[config.mk]
export PLATFORM = sky130hd
export DESIGN_NAME = serial_adder_ctrl
export DESIGN_NICKNAME = d
export VERILOG_FILES = /design/src/rtl/serial_adder_pkg.sv /design/src/rtl/serial_adder_full_adder_cell.sv /design/src/rtl/serial_adder_ctrl.sv
export SDC_FILE = /design/constraint.sdc
export NUM_CORES = 1
export LEC_CHECK = 0
export CORE_AREA = 2 2 71 73
export DETAILED_ROUTE_END_ITERATION = 8
export DIE_AREA = 0 0 73 75
export GPL_ROUTABILITY_DRIVEN = 1
export HOLD_SLACK_MARGIN = 0.12
export PLACE_DENSITY = 0.45
export SYNTH_ARGS = -nofsm -noshare
export SYNTH_HDL_FRONTEND = slang
export SYNTH_SLANG_ARGS = --single-unit
[constraint.sdc]
create_clock -name clk -period 1.5 [get_ports clk]
set_input_delay 0.3 -clock clk [delete_from_list [all_inputs] [get_ports clk]]
set_output_delay 0.3 -clock clk [all_outputs]
set_load 0.005 [all_outputs]
[src/rtl/serial_adder_pkg.sv]
// Purpose: shared FSM state encoding and default operand width for the serial adder.
// Latency: n/a (types and constants only).
// Backpressure: n/a.
package serial_adder_pkg;

  localparam int WIDTH_DEFAULT = 8;

  typedef enum logic [1:0] {
    IDLE = 2'd0,
    RUN  = 2'd1,
    DONE = 2'd2
  } state_t;

endpackage

[src/rtl/serial_adder_full_adder_cell.sv]
// Purpose: single-bit full adder, the datapath cell stepped by serial_adder_ctrl.
// Latency: purely combinational, zero cycles.
// Backpressure: none; outputs follow inputs.
module full_adder_cell (
  input  logic a,
  input  logic b,
  input  logic cin,
  output logic sum,
  output logic carry
);

  // Sum and carry of one bit position.
  always_comb begin
    sum   = a ^ b ^ cin;
    carry = (a & b) | (cin & (a ^ b));
  end

endmodule

[src/rtl/serial_adder_ctrl.sv]
// Purpose: bit-serial a+b+cin, LSB first, one full-adder cell reused over WIDTH cycles;
//          optional signed-overflow output ovf when SERIAL_ADDER_OVERFLOW_EN is defined.
// Latency: start accepted at edge 0, done pulses in the cycle after edge WIDTH.
// Backpressure: start is ignored while busy; results hold until the next accepted start.
module serial_adder_ctrl
  import serial_adder_pkg::*;
#(
  parameter int WIDTH = WIDTH_DEFAULT
) (
  input  logic             clk,
  input  logic             rst,
  input  logic             start,
  input  logic [WIDTH-1:0] a,
  input  logic [WIDTH-1:0] b,
  input  logic             cin,
  output logic             busy,
  output logic             done,
  output logic [WIDTH-1:0] sum,
  output logic             cout
`ifdef SERIAL_ADDER_OVERFLOW_EN
  ,
  output logic             ovf
`endif
);

  localparam int CW = $clog2(WIDTH);

  state_t           r_state;
  state_t           w_next_state;
  logic [WIDTH-1:0] r_a;
  logic [WIDTH-1:0] r_b;
  logic [WIDTH-1:0] r_sum;
  logic [CW-1:0]    r_cnt;
  logic             r_carry;
  logic             r_cout;
  logic             w_accept;
  logic             w_last;
  logic             w_busy;
  logic             w_done;
  logic             w_cell_sum;
  logic             w_cell_carry;
`ifdef SERIAL_ADDER_OVERFLOW_EN
  logic             r_ovf;
`endif

  // The one adder cell always sees the current LSBs and the running carry.
  full_adder_cell u_cell (
    .a     (r_a[0]),
    .b     (r_b[0]),
    .cin   (r_carry),
    .sum   (w_cell_sum),
    .carry (w_cell_carry)
  );

  // State register; reset wins over any start on the same edge.
  always_ff @(posedge clk) begin
    if (rst) begin
      r_state <= IDLE;
    end else begin
      r_state <= w_next_state;
    end
  end

  // Next-state and status decode; start is only honoured from IDLE or DONE.
  always_comb begin
    w_next_state = r_state;
    w_accept     = 1'b0;
    w_last       = 1'b0;
    w_busy       = 1'b0;
    w_done       = 1'b0;
    case (r_state)
      IDLE: begin
        if (start) begin
          w_accept     = 1'b1;
          w_next_state = RUN;
        end
      end
      RUN: begin
        w_busy = 1'b1;
        if (r_cnt == CW'(WIDTH - 1)) begin
          w_last       = 1'b1;
          w_next_state = DONE;
        end
      end
      DONE: begin
        w_done = 1'b1;
        if (start) begin
          w_accept     = 1'b1;
          w_next_state = RUN;
        end else begin
          w_next_state = IDLE;
        end
      end
      default: begin
        w_next_state = IDLE;
      end
    endcase
  end

  // Operand/result shift registers, bit counter and carry chain.
  always_ff @(posedge clk) begin
    if (rst) begin
      r_a     <= '0;
      r_b     <= '0;
      r_sum   <= '0;
      r_cnt   <= '0;
      r_carry <= 1'b0;
      r_cout  <= 1'b0;
`ifdef SERIAL_ADDER_OVERFLOW_EN
      r_ovf   <= 1'b0;
`endif
    end else if (w_accept) begin
      r_a     <= a;
      r_b     <= b;
      r_carry <= cin;
      r_cnt   <= '0;
    end else if (w_busy) begin
      r_a     <= r_a >> 1;
      r_b     <= r_b >> 1;
      r_carry <= w_cell_carry;
      // Sum bits enter at the MSB so bit 0 lands at position 0 after WIDTH shifts.
      r_sum   <= {w_cell_sum, r_sum[WIDTH-1:1]};
      if (w_last) begin
        r_cout <= w_cell_carry;
`ifdef SERIAL_ADDER_OVERFLOW_EN
        // r_carry is the carry into the MSB while the last bit is being processed.
        r_ovf  <= r_carry ^ w_cell_carry;
`endif
      end else begin
        r_cnt <= r_cnt + CW'(1);
      end
    end
  end

  assign busy = w_busy;
  assign done = w_done;
  assign sum  = r_sum;
  assign cout = r_cout;
`ifdef SERIAL_ADDER_OVERFLOW_EN
  assign ovf  = r_ovf;
`endif

endmodule
==> flow_metrics.tcl, run 1 <==
set metrics [dict create \
    cap_violations 0 \
    ys_top_cells_by_count "dfxtp_1, nand2_1, nor3_1" \
    drive_gt1_frac 0.1299 \
    grt_pass1_wl_um 5043 \
    hold_buffers 0 \
    slew_viol_final 0 \
    dpl_cell_area_mm2 0.001649 \
    finalHoldViolCount 0 \
    syn_inst 144 \
    critPathTopFamily "buffers and inverters" \
    seq_area_frac_synth 0.4820 \
    portBuffers 30 \
    max_freq_ghz 0.6951 \
    critical_path_required_ps 1200 \
    synth_top_area_share 0.4820 \
    ir_worst_vdd_uv 522.4 \
    hpwl_um 1908 \
    antenna_left 0 \
    ys.flop_type "dfxtp_1" \
    min_period_ps 1439 \
    slowest_delay_ps 510 \
    period_share 0.9591 \
    cts_tree "done" \
    worstHoldPathType "reg2reg" \
    worstMarginPinSlew_ps 276.2 \
    post-cts-setup-buffers 0 \
    slew_headroom 0.8156 \
    synthMostInstantiatedCell "dfxtp_1" \
    synthesis.nets 167 \
    syn_avg_cell_area_um2 8.941 \
    die_y_um 75 \
    mappedNetlistArea_mm2 0.001287 \
    cts-root-buf "clkbuf_8" \
    grt_pass1_vias 1123 \
    power.density_mw_per_mm2 1067 \
    crit_path_end_kind "output pin" \
    power.total_mw 1.889 \
    antenna_found_initial 0 \
    setup_viol 0 \
    stdcell_count 231 \
    cp-start-kind "flip-flop" \
    design_area_mm2 0.001770 \
    synth_edf_count 0 \
    cts_buffer_depth 2 \
    drc 0 \
    row_count 25 \
    worst-path-buf-inv 1 \
    vias 1120 \
    grt_max_degree 32 \
    die_w_um 73 \
    synth_cell_types 24 \
    final_nets 199 \
    crit_type "reg2out" \
    cts.sinks 31 \
    io_pins 31 \
    firstDrtPassIters 4 \
    synth-seq-cells 31 \
    htree_levels 2 \
    yosys.area.top_type "dfxtp_1" \
    outcome "completed" \
    p_leak_nw 0.6294 \
    wl_um 2981 \
    track_usage 0.1192 \
    post_drt_wl_per_cell_um 12.90 \
    ys.warnings.count 0 \
    arrival_ps 1140 \
    path_clk_slew_ps 70 \
    crit_slowest_cell "clkdlybuf4s50_1" \
    skew_ps 3.470 \
    path_cells "clkdlybuf4s50_1" \
    synthToLayoutAreaGrowth_pct 37.51 \
    avgViaCountPerCell 4.848 \
    clock_latency_ps 270 \
    cp_max_fo 3 \
    overflow 0 \
    ys_top_cells_by_area "dfxtp_1, nand2_1, nor3_1, a21oi_1, buf_6" \
    cts_buffers 5 \
    gp_congestion 0.7262 \
    drt_iter0_markers 43 \
    rsz0062_at_grt "false" \
    die_area_mm2 0.005475 \
    async_flop_share 0 \
    place_inst 223 \
    core_area_mm2 0.004661 \
    antenna_cells 0 \
    initial_core_util 0.2762 \
]
-- layout by cell type (no fill, tap or decap), types with 4 or more instances in the layout --
master / synthesis / final
dfxtp_1: 31 / 30
nand2_1: 28 / 28
clkdlybuf4s50_1: 0 / 28
nor3_1: 18 / 18
a21oi_1: 13 / 13
nor2_1: 8 / 8
o22ai_1: 7 / 7
clkbuf_8: 0 / 7
nand3_1: 5 / 5
buf_4: 1 / 5
a311oi_1: 4 / 4
-- cell type report --
type / count / area [um2]
Tap cell: 54 / 67.56
Timing Repair Buffer: 37 / 375.4
Sequential cell: 31 / 621.8
Fill cell: 464 / 2890
Inverter: 1 / 6.256
Multi-Input combinational cell: 100 / 599.3
Clock buffer: 8 / 100.1
-- per-layer routing --
layer,up-vias,global-route usage,part of all wire
met3,2,0.03748,0.058
met1,524,0.1521,0.50
met4,0,0.04321,0.0037
met5,-,0,0
li1,564,-,-
met2,30,0.1902,0.44
-- logic make-up after synthesis --
logic type | synth area share
XOR/XNOR | 0.006804
multiplexers | 0.02332
AND/OR/NAND/NOR | 0.2342
flip-flops | 0.4820
buffers and inverters | 0.06997
AO/OA/AOI/OAI | 0.1487
adder cells (fa/ha/maj) | 0.03498
-- where the power goes --
part,internal (mW),total (mW),switching (mW)
Clock,0.418,0.714,0.296
Combinational,0.140,0.274,0.134
Sequential,0.873,0.901,0.0283
Total,1.43,1.89,0.458
-- path summary, 6_finish.rpt --
| path | start | to | slack [ps] | depth (start not counted) |
|---|---|---|---|---|
| worst max register to register | r_cnt[0]$_SDFFE_PP0P_ | r_cnt[2]$_SDFFE_PP0P_ | 110 | 5 |
| worst min register to register | sum[0]$_SDFFE_PP0P_ | sum[0]$_SDFFE_PP0P_ | 460 | 2 |
| worst min-delay path | sum[0]$_SDFFE_PP0P_ | sum[0]$_SDFFE_PP0P_ | 460 | 2 |
| worst max-delay path | sum[2]$_SDFFE_PP0P_ | sum[2] | 60 | 1 |
-- flip-flops by register name, summed over array words and instances (netlist names) --
| signal | count |
|---|---|
| cout | 1 |
| r_carry | 1 |
| r_state | 2 |
| r_a | 8 |
| r_b | 8 |
| r_cnt | 3 |
| sum | 8 |
-- through the flow --
stage	TNS [ps]	hold slack [ps]	utilization	setup slack [ps]
after global routing	0	496.7	0.3799	5.797
final	0	455.3	0.3799	61.30
after floorplan	0	372.1	-	142.9
after CTS	0	457.8	0.3766	31.99
after detailed placement	-36.49	448.6	0.3538	-36.49
after global placement	-2.714	446.9	0.3538	-2.714
-- repair_timing --
action,CTS,global route
endpoints found under the setup margin,2,3
resized for setup,4,3
hold endpoints to repair,0,0
pin swaps,0,1
(Power assumes the default switching activity.)
==> run 2, diff against run 1 <==
--- a/config.mk
+++ b/config.mk
@@ -8,2 +8,3 @@
 export CORE_AREA = 2 2 71 73
+export CTS_CLUSTER_SIZE = 16
 export DETAILED_ROUTE_END_ITERATION = 8
==> constraint.sdc (replaced) <==
create_clock -name clk -period 1.5 [get_ports clk]
set_input_delay 0.15 -clock clk [delete_from_list [all_inputs] [get_ports clk]]
set_output_delay 0.15 -clock clk [all_outputs]
set_load 0.005 [all_outputs]
==> run 2 against run 1 <==
Against the previous run:
- worst hold slack got worse by 12 ps
- setup slack improved by 45 ps
- maximum frequency increased by 3.3%
- die area unchanged
==> flow_metrics.tcl, run 2 (synthesized netlist as in run 1, its figures left out) <==
set metrics [dict create \
    path_clk_slew_ps 70 \
    hpwl_um 1966 \
    grt_pass1_vias 1074 \
    cap_violations 0 \
    cts-root-buf "clkbuf_8" \
    htree_levels 2 \
    cp_max_fo 4 \
    grt_max_degree 32 \
    most-common-layout-cells "dfxtp_1, nand2_1, clkdlybuf4s50_1, nor3_1, a21oi_1" \
    final_nets 199 \
    io_pins 31 \
    cp-endpoint "r_cnt[2]$_SDFFE_PP0P_" \
    antenna_cells 0 \
    layout_commonest_cell "dfxtp_1" \
    die_w_um 73 \
    initial_core_util 0.2762 \
    cts_buffers 5 \
    ff2ff_setup_slack_ps 110 \
    skew_ps 6.076 \
    antenna_found_initial 0 \
    row_count 25 \
    p_leak_nw 0.6438 \
    worstHoldPathType "in2reg" \
    post-cts-setup-buffers 0 \
    place_inst 223 \
    overflow 0 \
    setup_viol 0 \
    cts_tree "done" \
    vias 1111 \
    synthToLayoutAreaGrowth_pct 38.10 \
    rsz0062_at_grt "false" \
    drt_iter0_markers 48 \
    ir_worst_vdd_uv 417.1 \
    setup.worst_path.start "r_cnt[0]$_SDFFE_PP0P_" \
    die_y_um 75 \
    firstDrtPassIters 4 \
    wl_um 2957 \
    final_core_util 0.3815 \
    r2r_start "r_cnt[0]$_SDFFE_PP0P_" \
    track_usage 0.1139 \
    avgViaCountPerCell 4.810 \
    clock_latency_ps 280 \
    worstMarginPinSlew_ps 271.8 \
    reg2regPathDepth 5 \
    critical_path_required_ps 1670 \
    drive_gt1_frac 0.1356 \
    cts.sinks 31 \
    core_area_mm2 0.004661 \
    power.total_mw 1.892 \
    grt_pass1_wl_um 4774 \
    arrival_ps 1560 \
    stdcell_count 231 \
    antenna_left 0 \
    crit_type "reg2reg" \
    finalSetupTns_ps 0 \
    power.density_mw_per_mm2 1064 \
    die_area_mm2 0.005475 \
    drc 0 \
    setup_ws_ps 106.7 \
    finalHoldViolCount 0 \
    max_freq_ghz 0.7177 \
    cts_buffer_depth 2 \
    crit_path_end_kind "flip-flop" \
    r2r_end "r_cnt[2]$_SDFFE_PP0P_" \
    portBuffers 30 \
    gp_congestion 0.7021 \
    outcome "completed" \
    pre_cts_ws_ps 39.01 \
    min_period_ps 1393 \
    post_drt_wl_per_cell_um 12.80 \
    slew_headroom 0.8186 \
    slew_viol_final 0 \
    cp-start-kind "flip-flop" \
    period_share 0.9289 \
]
-- run 2: cell count changes in the layout (fill, tap and decap cells not counted), sizes merged --
cell / previous run / this run
dlygate4sd2: 2 / 1
dlymetal6s2s: 0 / 1
-- run 2: worst min-delay path by stage --
stage	startpoint	endpoint	slack (ps)	cells after the start
3_5_place_dp	cout$_SDFFE_PP0P_	cout$_SDFFE_PP0P_	450	2
5_1_grt	a[7]	r_a[7]$_SDFFE_PP0P_	440	3
2_1_floorplan	rst	r_b[6]$_SDFFE_PP0P_	220	1
3_3_place_gp	sum[0]$_SDFFE_PP0P_	sum[0]$_SDFFE_PP0P_	450	2
6_report	a[7]	r_a[7]$_SDFFE_PP0P_	440	3
4_1_cts	a[7]	r_a[7]$_SDFFE_PP0P_	440	3
-- run 2: final cells by class --
cell class | instances | area (um2)
Tap cell | 54 | 67.56
Clock buffer | 8 | 100.1
Fill cell | 477 | 2883
Timing Repair Buffer | 37 | 379.1
Sequential cell | 31 | 625.6
Inverter | 1 | 6.256
Multi-Input combinational cell | 100 | 599.3
-- run 2: timing repair --
| action | in CTS | in global routing |
|---|---|---|
| hold buffers | 0 | 0 |
| gates cloned | 0 | 0 |
| gates resized for setup | 5 | 4 |
| setup endpoints to repair | 1 | 3 |
| pin swaps | 0 | 1 |
-- run 2: metal layers --
metal | routed length [um] | share of wire | GRT usage | vias to the layer above
met5 | 0 | 0 | 0 | -
met4 | 11 | 0.0037 | 0.03704 | 0
met3 | 161 | 0.054 | 0.04284 | 2
met2 | 1339 | 0.45 | 0.1852 | 28
met1 | 1444 | 0.49 | 0.1399 | 516
li1 | - | - | - | 565
-- run 2: worst max-delay path, stage by stage, from the launching register on --
cell and delay (ps):
dfxtp_1 330, ha_2 210, ha_4 180, nor3b_4 290
mux2i_1 220, nor3_1 60
-- run 2: metrics by stage --
stage | hold WS (ps) | area (um2)
6_report | 443.1 | 1778
4_1_cts | 436.1 | 1760
5_1_grt | 443.1 | 1778
3_3_place_gp | 446.1 | 1649
3_5_place_dp | 450.6 | 1649
2_1_floorplan | 222.1 | 1287
-- run 2: power breakdown --
part,internal [mW],total (mW),switching (mW)
registers,0.871,0.902,0.0313
clock network,0.418,0.714,0.296
logic,0.143,0.275,0.132
==> run 3, diff against run 2 <==
- PLACE_DENSITY: 0.45 -> 0.47
- clock period: 1.5 -> 1.2 ns (I/O delays scaled with it)
==> run 3 against run 2 <==
Against the previous run:
- the flow now finishes with violations (negative setup slack)
- sequential share of layout area fell by 1.9 points
- wire length is 5.2% higher
- via count is 3.0% higher
- clock-buffer cell count unchanged
- clock power up 25%
- critical path type unchanged
==> flow_metrics.tcl, run 3 (synthesized netlist as in run 1, its figures left out) <==
set metrics [dict create \
    p_seq_frac 0.467 \
    maxUsedRoutingLayer "met4" \
    final_nets 209 \
    setup_ws_ps -111.1 \
    cp_max_fo 4 \
    grt_max_degree 32 \
    skew_ps 4.765 \
    layout_commonest_cell "nand2_1" \
    power.density_mw_per_mm2 1268 \
    synthToLayoutAreaGrowth_pct 48.20 \
    ir_worst_vdd_uv 455.5 \
    die_y_um 75 \
    post_drt_wl_per_cell_um 12.91 \
    antenna_cells 0 \
    hpwl_um 2008 \
    crit_slowest_cell "dfxtp_2" \
    firstDrtPassIters 4 \
    period_share 1.093 \
    ff2ff_setup_slack_ps -110 \
    comb_power_share 0.164 \
    core_area_mm2 0.004661 \
    internal_power_mw 1.830 \
    grt_pass1_vias 1061 \
    cts_tree "done" \
    antenna_found_initial 0 \
    met3_length_um 138 \
    io_pins 31 \
    cts-root-buf "clkbuf_8" \
    row_count 25 \
    setup_viol 3 \
    rsz0062_at_grt "true" \
    avgViaCountPerCell 4.747 \
    pre_cts_ws_ps -145.5 \
    max_freq_ghz 0.7627 \
    cts_buffer_depth 2 \
    path_clk_slew_ps 60 \
    p_leak_nw 0.7490 \
    initial_core_util 0.2762 \
    clock_latency_ps 280 \
    wl_um 3112 \
    crit_type "reg2reg" \
    slowest_delay_ps 340 \
    design_area_mm2 0.001908 \
    htree_levels 2 \
    antenna_left 0 \
    vias 1144 \
    gp_congestion 0.6942 \
    slew_viol_final 0 \
    drc 0 \
    min_period_ps 1311 \
    most-common-layout-cells "nand2_1, dfxtp_1, clkdlybuf4s50_1, nor3_1, a21oi_1" \
    drt_iter0_markers 49 \
    finalHoldViolCount 0 \
    grt_pass1_wl_um 4802 \
    hold_buffers 0 \
    die_w_um 73 \
    worstMarginPinSlew_ps 265.4 \
    switchingPower_mw 0.5899 \
    path_cells "ha_4 > ha_4 > nor3b_4 > mux2i_1 > nor3_1" \
    cts.sinks 31 \
    clockPowerShare 0.369 \
    final_core_util 0.4094 \
    wl_met1_um 1511 \
    cts_buffers 5 \
    swShare 0.2438 \
    worstHoldPathType "in2reg" \
    cp-start-kind "flip-flop" \
    dpl_cell_area_mm2 0.001714 \
    crit_path_end_kind "flip-flop" \
    drive_gt1_frac 0.2460 \
    portBuffers 30 \
    cap_violations 0 \
    outcome "complete, but fails checks" \
    track_usage 0.1188 \
    arrival_ps 1470 \
    die_area_mm2 0.005475 \
    cp_common_cell "ha_4" \
    violations "negative setup slack" \
    critical_path_required_ps 1360 \
    overflow 0 \
    slew_headroom 0.8229 \
    dr_wl_met2_um 1450 \
]
## run 3: cell types whose count changed in the layout (fill, tap and decap cells not counted), sizes merged
cell and delta:
dlygate4sd2 +9, clkdlybuf4s50 -9, clkbuf +2, dlymetal6s2s -1, buf +9
## run 3: through the flow
stage	cells	hold slack [ps]	setup TNS, ps	power [mW]
after floorplan	144	192.1	-200.8	1.364
after global placement	228	450.1	-699.9	1.502
after detailed placement	228	460.8	-1226	1.508
after CTS	239	405.3	-326.5	2.431
after global routing	241	423.4	-674.0	2.559
final	241	418.5	-303.2	2.420
## run 3: metal layers
metal / vias to the layer above / global-route usage
met2: 25 / 0.1872
met3: 2 / 0.05087
met1: 528 / 0.1453
li1: 589 / -
met5: - / 0
met4: 0 / 0.04321
## run 3: power by group through the flow
stage	Combinational (mW)	Sequential [mW]	Clock, mW
floorplan	0.220	1.14	0
global placement	0.354	1.15	0
detailed placement	0.359	1.15	0
CTS	0.365	1.13	0.937
global route	0.433	1.14	0.990
finish	0.397	1.13	0.894
## run 3: worst paths after layout
path | from | to | cells past startpoint
max | r_cnt[1]$_SDFFE_PP0P_ | r_cnt[1]$_SDFFE_PP0P_ | 5
max reg2reg | r_cnt[1]$_SDFFE_PP0P_ | r_cnt[1]$_SDFFE_PP0P_ | 5
min | a[7] | r_a[7]$_SDFFE_PP0P_ | 3
min reg2reg | cout$_SDFFE_PP0P_ | cout$_SDFFE_PP0P_ | 2
## run 3: worst max-delay path: cells and delay by family, from the launching register on
kind          cells  cell delay (ps)
fa+ha+maj         2              320
flops             1              340
mux               1              220
simple gates      2              330
## run 3: layout make-up
type | count | area, um2
fillers | 472 | 2753
inverters | 1 | 6.256
multi-input cells | 100 | 629.4
flip-flops and latches | 31 | 635.6
repair buffers | 47 | 469.2
clock buffers | 8 | 100.1
well taps | 54 | 67.56
## run 3: timing repair
item                                    CTS  global route
cloned                                    0             2
gates resized for setup                  23            10
pin swaps                                 2             5
setup buffers                             3             0
endpoints found under the setup margin   21            13
